File: src/rtl/audio_adc_capture.sv
// rtl/audio_adc_capture.sv - WM8731 I2S ADC deframer with show-ahead stereo pair FIFO
//
// Purpose: synchronises the codec I2S pins into the clk domain, deframes
// DATA_WIDTH-bit left/right words after the one-bit I2S delay, and queues
// complete pairs in a FIFO_DEPTH-entry show-ahead FIFO.
//
// Ports:
//   clk, reset          system clock, asynchronous active-high reset
//   bclk, adc_lrck,     raw codec pins, asynchronous to clk
//   adc_dat
//   sample_left/right   FIFO head words, zero while empty
//   sample_valid        FIFO not empty
//   sample_ready        consumer takes the head when valid & ready
//   fifo_level          pairs currently held
//   overflow            sticky, complete pair dropped on a full FIFO
//   frame_error         sticky, slot ended before DATA_WIDTH bits arrived
//   clear_errors        synchronous clear of both sticky flags (set wins)
module audio_adc_capture #(
  parameter int DATA_WIDTH = 24,
  parameter int FIFO_DEPTH = 4
) (
  input  logic                          clk,
  input  logic                          reset,
  input  logic                          bclk,
  input  logic                          adc_lrck,
  input  logic                          adc_dat,
  output logic [DATA_WIDTH-1:0]         sample_left,
  output logic [DATA_WIDTH-1:0]         sample_right,
  output logic                          sample_valid,
  input  logic                          sample_ready,
  output logic [$clog2(FIFO_DEPTH):0]   fifo_level,
  output logic                          overflow,
  output logic                          frame_error,
  input  logic                          clear_errors
);

  localparam int AW = $clog2(FIFO_DEPTH);
  localparam int LW = AW + 1;
  localparam logic [4:0] K_FULL = 5'(DATA_WIDTH);
  localparam logic [4:0] K_MAX  = 5'd31;

  typedef enum logic [1:0] {
    ST_IDLE  = 2'd0,
    ST_LEFT  = 2'd1,
    ST_RIGHT = 2'd2
  } state_t;

  // ---------------------------------------------------------------------
  // Pin synchronisers. lrck and data use the same two-flop depth as bclk
  // so that at rise_evt they show the values present at the bclk rise.
  // ---------------------------------------------------------------------
  logic [1:0] bclk_sync;
  logic [1:0] lrck_sync;
  logic [1:0] dat_sync;
  logic       bclk_hist;

  always_ff @(posedge clk or posedge reset) begin
    if (reset) begin
      bclk_sync <= '0;
      lrck_sync <= '0;
      dat_sync  <= '0;
      bclk_hist <= 1'b0;
    end else begin
      bclk_sync <= {bclk_sync[0], bclk};
      lrck_sync <= {lrck_sync[0], adc_lrck};
      dat_sync  <= {dat_sync[0], adc_dat};
      bclk_hist <= bclk_sync[1];
    end
  end

  logic rise_evt;
  logic lr;
  logic din;

  assign rise_evt = bclk_sync[1] & ~bclk_hist;
  assign lr       = lrck_sync[1];
  assign din      = dat_sync[1];

  // ---------------------------------------------------------------------
  // Deframer
  // ---------------------------------------------------------------------
  state_t                state;
  logic                  lr_prev;
  logic [4:0]            k;
  logic                  left_ok;
  logic [DATA_WIDTH-1:0] left_sh;
  logic [DATA_WIDTH-1:0] right_sh;

  logic       lr_edge;
  logic [4:0] k_next;
  logic       slot_complete;
  logic       capture_bit;
  logic       push;
  logic       ferr_set;

  assign lr_edge       = rise_evt & (lr != lr_prev);
  assign k_next        = (k == K_MAX) ? k : k + 5'd1;
  // k holds the index of the last bit of the slot that is now ending.
  assign slot_complete = (k >= K_FULL);
  assign capture_bit   = rise_evt & ~lr_edge & (k_next <= K_FULL);

  assign push = lr_edge & (state == ST_RIGHT) & ~lr & slot_complete & left_ok;

  assign ferr_set = lr_edge &
                    (((state == ST_LEFT)  &  lr & ~slot_complete) |
                     ((state == ST_RIGHT) & ~lr & ~(slot_complete & left_ok)));

  always_ff @(posedge clk or posedge reset) begin
    if (reset) begin
      state       <= ST_IDLE;
      lr_prev     <= 1'b0;
      k           <= '0;
      left_ok     <= 1'b0;
      left_sh     <= '0;
      right_sh    <= '0;
      frame_error <= 1'b0;
    end else begin
      if (rise_evt) begin
        lr_prev <= lr;
        k       <= lr_edge ? 5'd0 : k_next;
      end

      if (capture_bit) begin
        if (lr) right_sh <= (right_sh << 1) | DATA_WIDTH'(din);
        else    left_sh  <= (left_sh << 1) | DATA_WIDTH'(din);
      end

      if (lr_edge) begin
        case (state)
          ST_IDLE: begin
            if (!lr) state <= ST_LEFT;
          end
          ST_LEFT: begin
            if (lr) begin
              left_ok <= slot_complete;
              state   <= ST_RIGHT;
            end
          end
          ST_RIGHT: begin
            if (!lr) begin
              left_ok <= 1'b0;
              state   <= ST_LEFT;
            end
          end
          default: state <= ST_IDLE;
        endcase
      end

      if (ferr_set)          frame_error <= 1'b1;
      else if (clear_errors) frame_error <= 1'b0;
    end
  end

  // ---------------------------------------------------------------------
  // Show-ahead pair FIFO
  // ---------------------------------------------------------------------
  logic [2*DATA_WIDTH-1:0] mem [FIFO_DEPTH];
  logic [AW-1:0]           wr_ptr;
  logic [AW-1:0]           rd_ptr;
  logic [LW-1:0]           level;
  logic                    full;
  logic                    pop;
  logic                    wr_en;
  logic [2*DATA_WIDTH-1:0] head;

  assign full  = (level == LW'(FIFO_DEPTH));
  assign pop   = sample_valid & sample_ready;
  // A pop in the same cycle frees the slot the push needs.
  assign wr_en = push & (~full | pop);

  always_ff @(posedge clk or posedge reset) begin
    if (reset) begin
      for (int i = 0; i < FIFO_DEPTH; i++) mem[i] <= '0;
      wr_ptr   <= '0;
      rd_ptr   <= '0;
      level    <= '0;
      overflow <= 1'b0;
    end else begin
      if (wr_en) begin
        mem[wr_ptr] <= {left_sh, right_sh};
        wr_ptr      <= wr_ptr + AW'(1);
      end
      if (pop) rd_ptr <= rd_ptr + AW'(1);

      case ({wr_en, pop})
        2'b10:   level <= level + LW'(1);
        2'b01:   level <= level - LW'(1);
        default: level <= level;
      endcase

      if (push & full & ~pop) overflow <= 1'b1;
      else if (clear_errors)  overflow <= 1'b0;
    end
  end

  assign head         = mem[rd_ptr];
  assign sample_valid = (level != '0);
  assign fifo_level   = level;

  always_comb begin
    sample_left  = '0;
    sample_right = '0;
    if (sample_valid) begin
      sample_left  = head[2*DATA_WIDTH-1:DATA_WIDTH];
      sample_right = head[DATA_WIDTH-1:0];
    end
  end

endmodule

File: config.mk
export PLATFORM = sky130hd
export DESIGN_NAME = audio_adc_capture
export DESIGN_NICKNAME = d
export VERILOG_FILES = /design/src/rtl/audio_adc_capture.sv
export SDC_FILE = /design/constraint.sdc
export NUM_CORES = 1
export LEC_CHECK = 0
export ABC_AREA = 1
export CAP_MARGIN = 20
export CORE_AREA = 3 3 181 183
export CTS_CLUSTER_SIZE = 40
export DETAILED_ROUTE_END_ITERATION = 10
export DIE_AREA = 0 0 184 186
export PLACE_DENSITY = 0.62
export SLEW_MARGIN = 10
export SYNTH_ARGS = -nofsm -noshare
export SYNTH_HDL_FRONTEND = slang
export SYNTH_SLANG_ARGS = --single-unit
File: constraint.sdc
create_clock -name clk -period 8 [get_ports clk]
set_input_delay 1.2 -clock clk [delete_from_list [all_inputs] [get_ports clk]]
set_output_delay 1.2 -clock clk [all_outputs]
set_load 0.02 [all_outputs]
==> impl_metrics.prom <==
# TYPE chip_impl_metric gauge
chip_impl_metric{name="first_pass_grt_wire_length",unit="mm"} 56.3
chip_impl_metric{name="area_delta_synth_final",unit="%"} 13.4
chip_impl_metric{name="num-fill-cells",unit=""} 3118
chip_impl_metric{name="via_count_of_the_first_global_routing_pass",unit=""} 10300
chip_impl_metric{name="clock_tree.htree_level_count",unit=""} 1
chip_impl_metric{name="adder_and_majority_cell_fraction_of_the_synthesized_area",unit=""} 0.00765
chip_impl_metric{name="synth_xor_xnor_area_share",unit=""} 0.00423
chip_impl_metric{name="wire_per_inst",unit="um"} 17.5
chip_impl_metric{name="regToRegSetupSlack",unit="ps"} 5220
chip_impl_metric{name="row_count",unit=""} 65
chip_impl_metric{name="tritoncts.num_buffers",unit=""} 29
chip_impl_metric{name="ratio_of_final_minimum_period_to_clock_period",unit=""} 0.624
chip_impl_info{name="rsz_0062_raised_after_global_routing",value="false"} 1
chip_impl_metric{name="synth_simple_gate_area_share",unit=""} 0.309
chip_impl_metric{name="drt_first_iter_violations",unit=""} 1033
chip_impl_info{name="r2r-start",value="lrck_sync[1]"} 1
chip_impl_metric{name="power_per_standard_cell_area",unit="nW/um2"} 326
chip_impl_metric{name="routed_via_density",unit=""} 5.41
chip_impl_info{name="crit_chain",value="buf_4 > clkinv_1 > buf_4 > nor2_1 > o21ai_0 > a21oi_1 > clkdlybuf4s50_1"} 1
chip_impl_info{name="slowest_stage",value="sky130_fd_sc_hd__clkinv_1"} 1
chip_impl_metric{name="area_share_of_the_leading_cell_type_in_the_synthesized_netlist",unit=""} 0.533
chip_impl_metric{name="die_w",unit="um"} 184
chip_impl_metric{name="timing.clock.skew",unit="ps"} 18.9
chip_impl_metric{name="globalplace.congestion",unit=""} 0.781
chip_impl_info{name="path_class",value="reg2out"} 1
chip_impl_metric{name="globalRouteOverflowTotal",unit=""} 0
chip_impl_metric{name="dieArea",unit="um2"} 34200
chip_impl_metric{name="final.setup.tns",unit="ps"} 0
chip_impl_metric{name="grt_start_max_net_pins",unit=""} 197
chip_impl_metric{name="ctsResizeCount",unit=""} 0
chip_impl_info{name="crit_path_end_kind",value="output pin"} 1
chip_impl_info{name="path_delay_family",value="buffers and inverters"} 1
chip_impl_metric{name="detailed_place_hpwl",unit="mm"} 17.8
chip_impl_metric{name="peakVddDrop",unit="V"} 0.000187
chip_impl_info{name="tritoncts_clock_tree",value="built"} 1
chip_impl_metric{name="detailedRoute.firstPassIterationCount",unit=""} 6
chip_impl_metric{name="fp.dieH",unit="um"} 186
chip_impl_info{name="timing.rr.end",value="fifo_level[1]"} 1
chip_impl_info{name="cp-endpoint",value="sample_left[6]"} 1
chip_impl_metric{name="drt_wl_total",unit="mm"} 34.1
chip_impl_metric{name="number_of_cells_produced_by_synthesis",unit=""} 1539
chip_impl_metric{name="antenna_violations_before_repair",unit=""} 0
chip_impl_metric{name="critPathRequiredTime",unit="ps"} 6800
chip_impl_metric{name="initial_utilization",unit=""} 0.396
chip_impl_metric{name="placeableCoreArea",unit="um2"} 31400
chip_impl_metric{name="critical_path_peak_fanout",unit=""} 49
chip_impl_metric{name="hold_buffers",unit=""} 0
chip_impl_metric{name="timing.final.crit_period",unit="ps"} 4990
chip_impl_metric{name="cts.repair_timing.setup_buffer_count",unit=""} 0
chip_impl_metric{name="share_of_final_layout_standard_cells_stronger_than_drive_strength_1",unit=""} 0.0512
chip_impl_metric{name="antenna_violating_nets_post_route",unit=""} 0
chip_impl_metric{name="synthDistinctLibCells",unit=""} 22
chip_impl_metric{name="clkSlewWorstSetupHoldPaths",unit="ps"} 60
chip_impl_metric{name="antenna_cells_inserted",unit=""} 0
chip_impl_metric{name="mappedNetlistArea",unit="um2"} 12400
chip_impl_metric{name="synth_compound_area_frac",unit=""} 0.0831
chip_impl_metric{name="io_buffers",unit=""} 60
chip_impl_metric{name="num-nets-final",unit=""} 1536
chip_impl_metric{name="num_vias",unit=""} 10500
chip_impl_metric{name="postSynthAreaPerCell",unit="um2"} 8.08
chip_impl_info{name="hold_path_class",value="reg2reg"} 1
chip_impl_metric{name="hold_ws",unit="ps"} 347
chip_impl_metric{name="cp_slowest_stage_delay",unit="ps"} 790
chip_impl_metric{name="cp.buffers_inverters",unit=""} 4
chip_impl_metric{name="mappedNetlistNets",unit=""} 1553
chip_impl_metric{name="relSlewSlack",unit=""} 0.255
chip_impl_metric{name="final_critical_path_setup_slack",unit="ps"} 3010
chip_impl_metric{name="worstRegToRegCells",unit=""} 10
chip_impl_metric{name="synth-seq-cells",unit=""} 265
chip_impl_metric{name="hold_viol",unit=""} 0
chip_impl_metric{name="worst-path-stages",unit=""} 7
chip_impl_metric{name="clock_tree.buffer_depth",unit=""} 3
chip_impl_metric{name="groute.usage.overall",unit=""} 0.200
chip_impl_info{name="synth_top_cell_by_area",value="sky130_fd_sc_hd__dfrtp_1"} 1
chip_impl_metric{name="worst-slew-pin-transition",unit="ps"} 1120
chip_impl_info{name="crit_path_start_kind",value="flip-flop"} 1
chip_impl_metric{name="pin_count",unit=""} 61
chip_impl_info{name="crit_path_start",value="rd_ptr[1]"} 1
chip_impl_metric{name="drv_slew",unit=""} 0
chip_impl_metric{name="clock_sink_count",unit=""} 265
chip_impl_info{name="yosys-top-cells-area",value="sky130_fd_sc_hd__dfrtp_1 (53%), sky130_fd_sc_hd__nand2_1 (13%), sky130_fd_sc_hd__nand4_1 (10%), sky130_fd_sc_hd__nor2_1 (6.7%), sky130_fd_sc_hd__o21ai_0 (5.2%)"} 1
chip_impl_metric{name="cp_data_arrival_time",unit="ps"} 3790
chip_impl_info{name="outcome",value="complete, no violations"} 1
chip_impl_metric{name="drc",unit=""} 0
chip_impl_metric{name="maxCapViolCount",unit=""} 0
chip_impl_metric{name="yosysWarningCount",unit=""} 0
chip_impl_metric{name="clk_latency",unit="ps"} 550
chip_impl_info{name="largest_family_of_logic_cells_by_synthesized_area",value="simple AND/OR/NAND/NOR gates"} 1
chip_impl_metric{name="muxShareOfSynthArea",unit=""} 0
chip_impl_info{name="cell_repeated_most_along_the_worst_path",value="sky130_fd_sc_hd__buf_4"} 1
chip_impl_metric{name="final_util",unit=""} 0.449
chip_impl_metric{name="place_worst_setup_slack",unit="ps"} 3570
chip_impl_info{name="root_buffer",value="sky130_fd_sc_hd__clkbuf_16"} 1
chip_impl_metric{name="ys_seq_area_frac",unit=""} 0.533
chip_impl_metric{name="setup_violations",unit=""} 0
chip_impl_metric{name="p_leak",unit="uW"} 0.00707
chip_impl_metric{name="maximum_clock_frequency",unit="MHz"} 200
cells by family after synthesis:
group           after synthesis
compound gates              206
flops                       265
fa+ha+maj                     7
buf+inv                     177
simple gates                878
xor+xnor                      6
layer usage:
| layer | GRT usage | up-vias | part of all wire |
|---|---|---|---|
| met5 | 0 | - | 0 |
| met4 | 0.0454 | 0 | 0.019 |
| met3 | 0.0338 | 43 | 0.051 |
| met2 | 0.331 | 239 | 0.46 |
| met1 | 0.279 | 5148 | 0.47 |
| li1 | - | 5084 | - |
placed cells by master (no fill, tap or decap):
cell                              instances
sky130_fd_sc_hd__buf_4                   18
sky130_fd_sc_hd__ha_2                     4
sky130_fd_sc_hd__a21oi_1                 74
sky130_fd_sc_hd__xnor2_1                  1
sky130_fd_sc_hd__fa_1                     1
sky130_fd_sc_hd__xor2_1                   5
sky130_fd_sc_hd__dfrtp_1                263
sky130_fd_sc_hd__nor2_1                 222
sky130_fd_sc_hd__o22ai_1                  2
sky130_fd_sc_hd__clkinv_1                 2
sky130_fd_sc_hd__clkdlybuf4s50_1         60
sky130_fd_sc_hd__nand3_1                 12
sky130_fd_sc_hd__buf_12                   2
sky130_fd_sc_hd__nand4_1                198
sky130_fd_sc_hd__dfrtp_2                  2
sky130_fd_sc_hd__ha_1                     2
sky130_fd_sc_hd__nand2_2                  1
sky130_fd_sc_hd__nor2_4                   2
sky130_fd_sc_hd__clkbuf_16               29
sky130_fd_sc_hd__bufinv_16                2
sky130_fd_sc_hd__clkbuf_8                 6
sky130_fd_sc_hd__clkinvlp_4               1
sky130_fd_sc_hd__inv_2                    2
sky130_fd_sc_hd__nand2_1                441
sky130_fd_sc_hd__inv_1                   42
sky130_fd_sc_hd__o21ai_0                130
sky130_fd_sc_hd__inv_6                    2
sky130_fd_sc_hd__buf_16                   1
sky130_fd_sc_hd__nand3_4                  2
sky130_fd_sc_hd__clkbuf_1                 8
sky130_fd_sc_hd__clkinv_2                 5
layout make-up:
type | count | area (um2) | area share
clock buffers | 43 | 838 | 0.0594
clock inverters | 8 | 97.6 | 0.00692
inverters | 48 | 185 | 0.0131
multi-input cells | 1097 | 5040 | 0.358
flip-flops and latches | 265 | 6630 | 0.470
well taps | 402 | 503 | 0.0357
repair buffers | 81 | 803 | 0.0570
power by group:
part           internal [uW]  total, uW  leakage [uW]  switching (uW)
sequential              1450       1620       0.00358             168
clock                    785       1330      0.000463             541
combinational            600       1650       0.00303            1050
total                   2840       4600       0.00707            1760
sequential cells by signal, summed over array words and instances (netlist names):
signal	cells
mem	192
left_sh	24
right_sh	24
k	5
fifo_level	3
bclk_sync	2
dat_sync	2
lrck_sync	2
rd_ptr	2
state	2
wr_ptr	2
bclk_hist	1
frame_error	1
left_ok	1
lr_prev	1
overflow	1
how the worst min path moves through the flow:
stage | start | end | slack [ps] | cells after the start
after floorplan | bclk_sync[0] | bclk_sync[1] | 330 | 0
after global placement | lrck_sync[0] | lrck_sync[1] | 330 | 0
after detailed placement | bclk_sync[0] | bclk_sync[1] | 330 | 0
after CTS | bclk_sync[0] | bclk_sync[1] | 350 | 0
after global routing | dat_sync[0] | dat_sync[1] | 360 | 0
final | bclk_sync[0] | bclk_sync[1] | 350 | 0
cells in the mapped netlist, drive strengths merged:
library cell	n
nor2	224
nand4	198
xor2	5
o21ai	130
buf	52
o22ai	2
a21oi	74
nand3	14
fa	1
inv	48
clkbuf	77
ha	6
nand2	442
xnor2	1
dfrtp	265
stage by stage:
stage | cells | cell area [um2] | power [uW]
3_5_place_dp | 1892 | 13100 | 3280
3_3_place_gp | 1892 | 13100 | 3280
4_1_cts | 1943 | 14100 | 4620
2_1_floorplan | 1539 | 12400 | 2610
6_report | 1944 | 14100 | 4600
5_1_grt | 1944 | 14100 | 4860
Power figures use the tool's default switching activity.
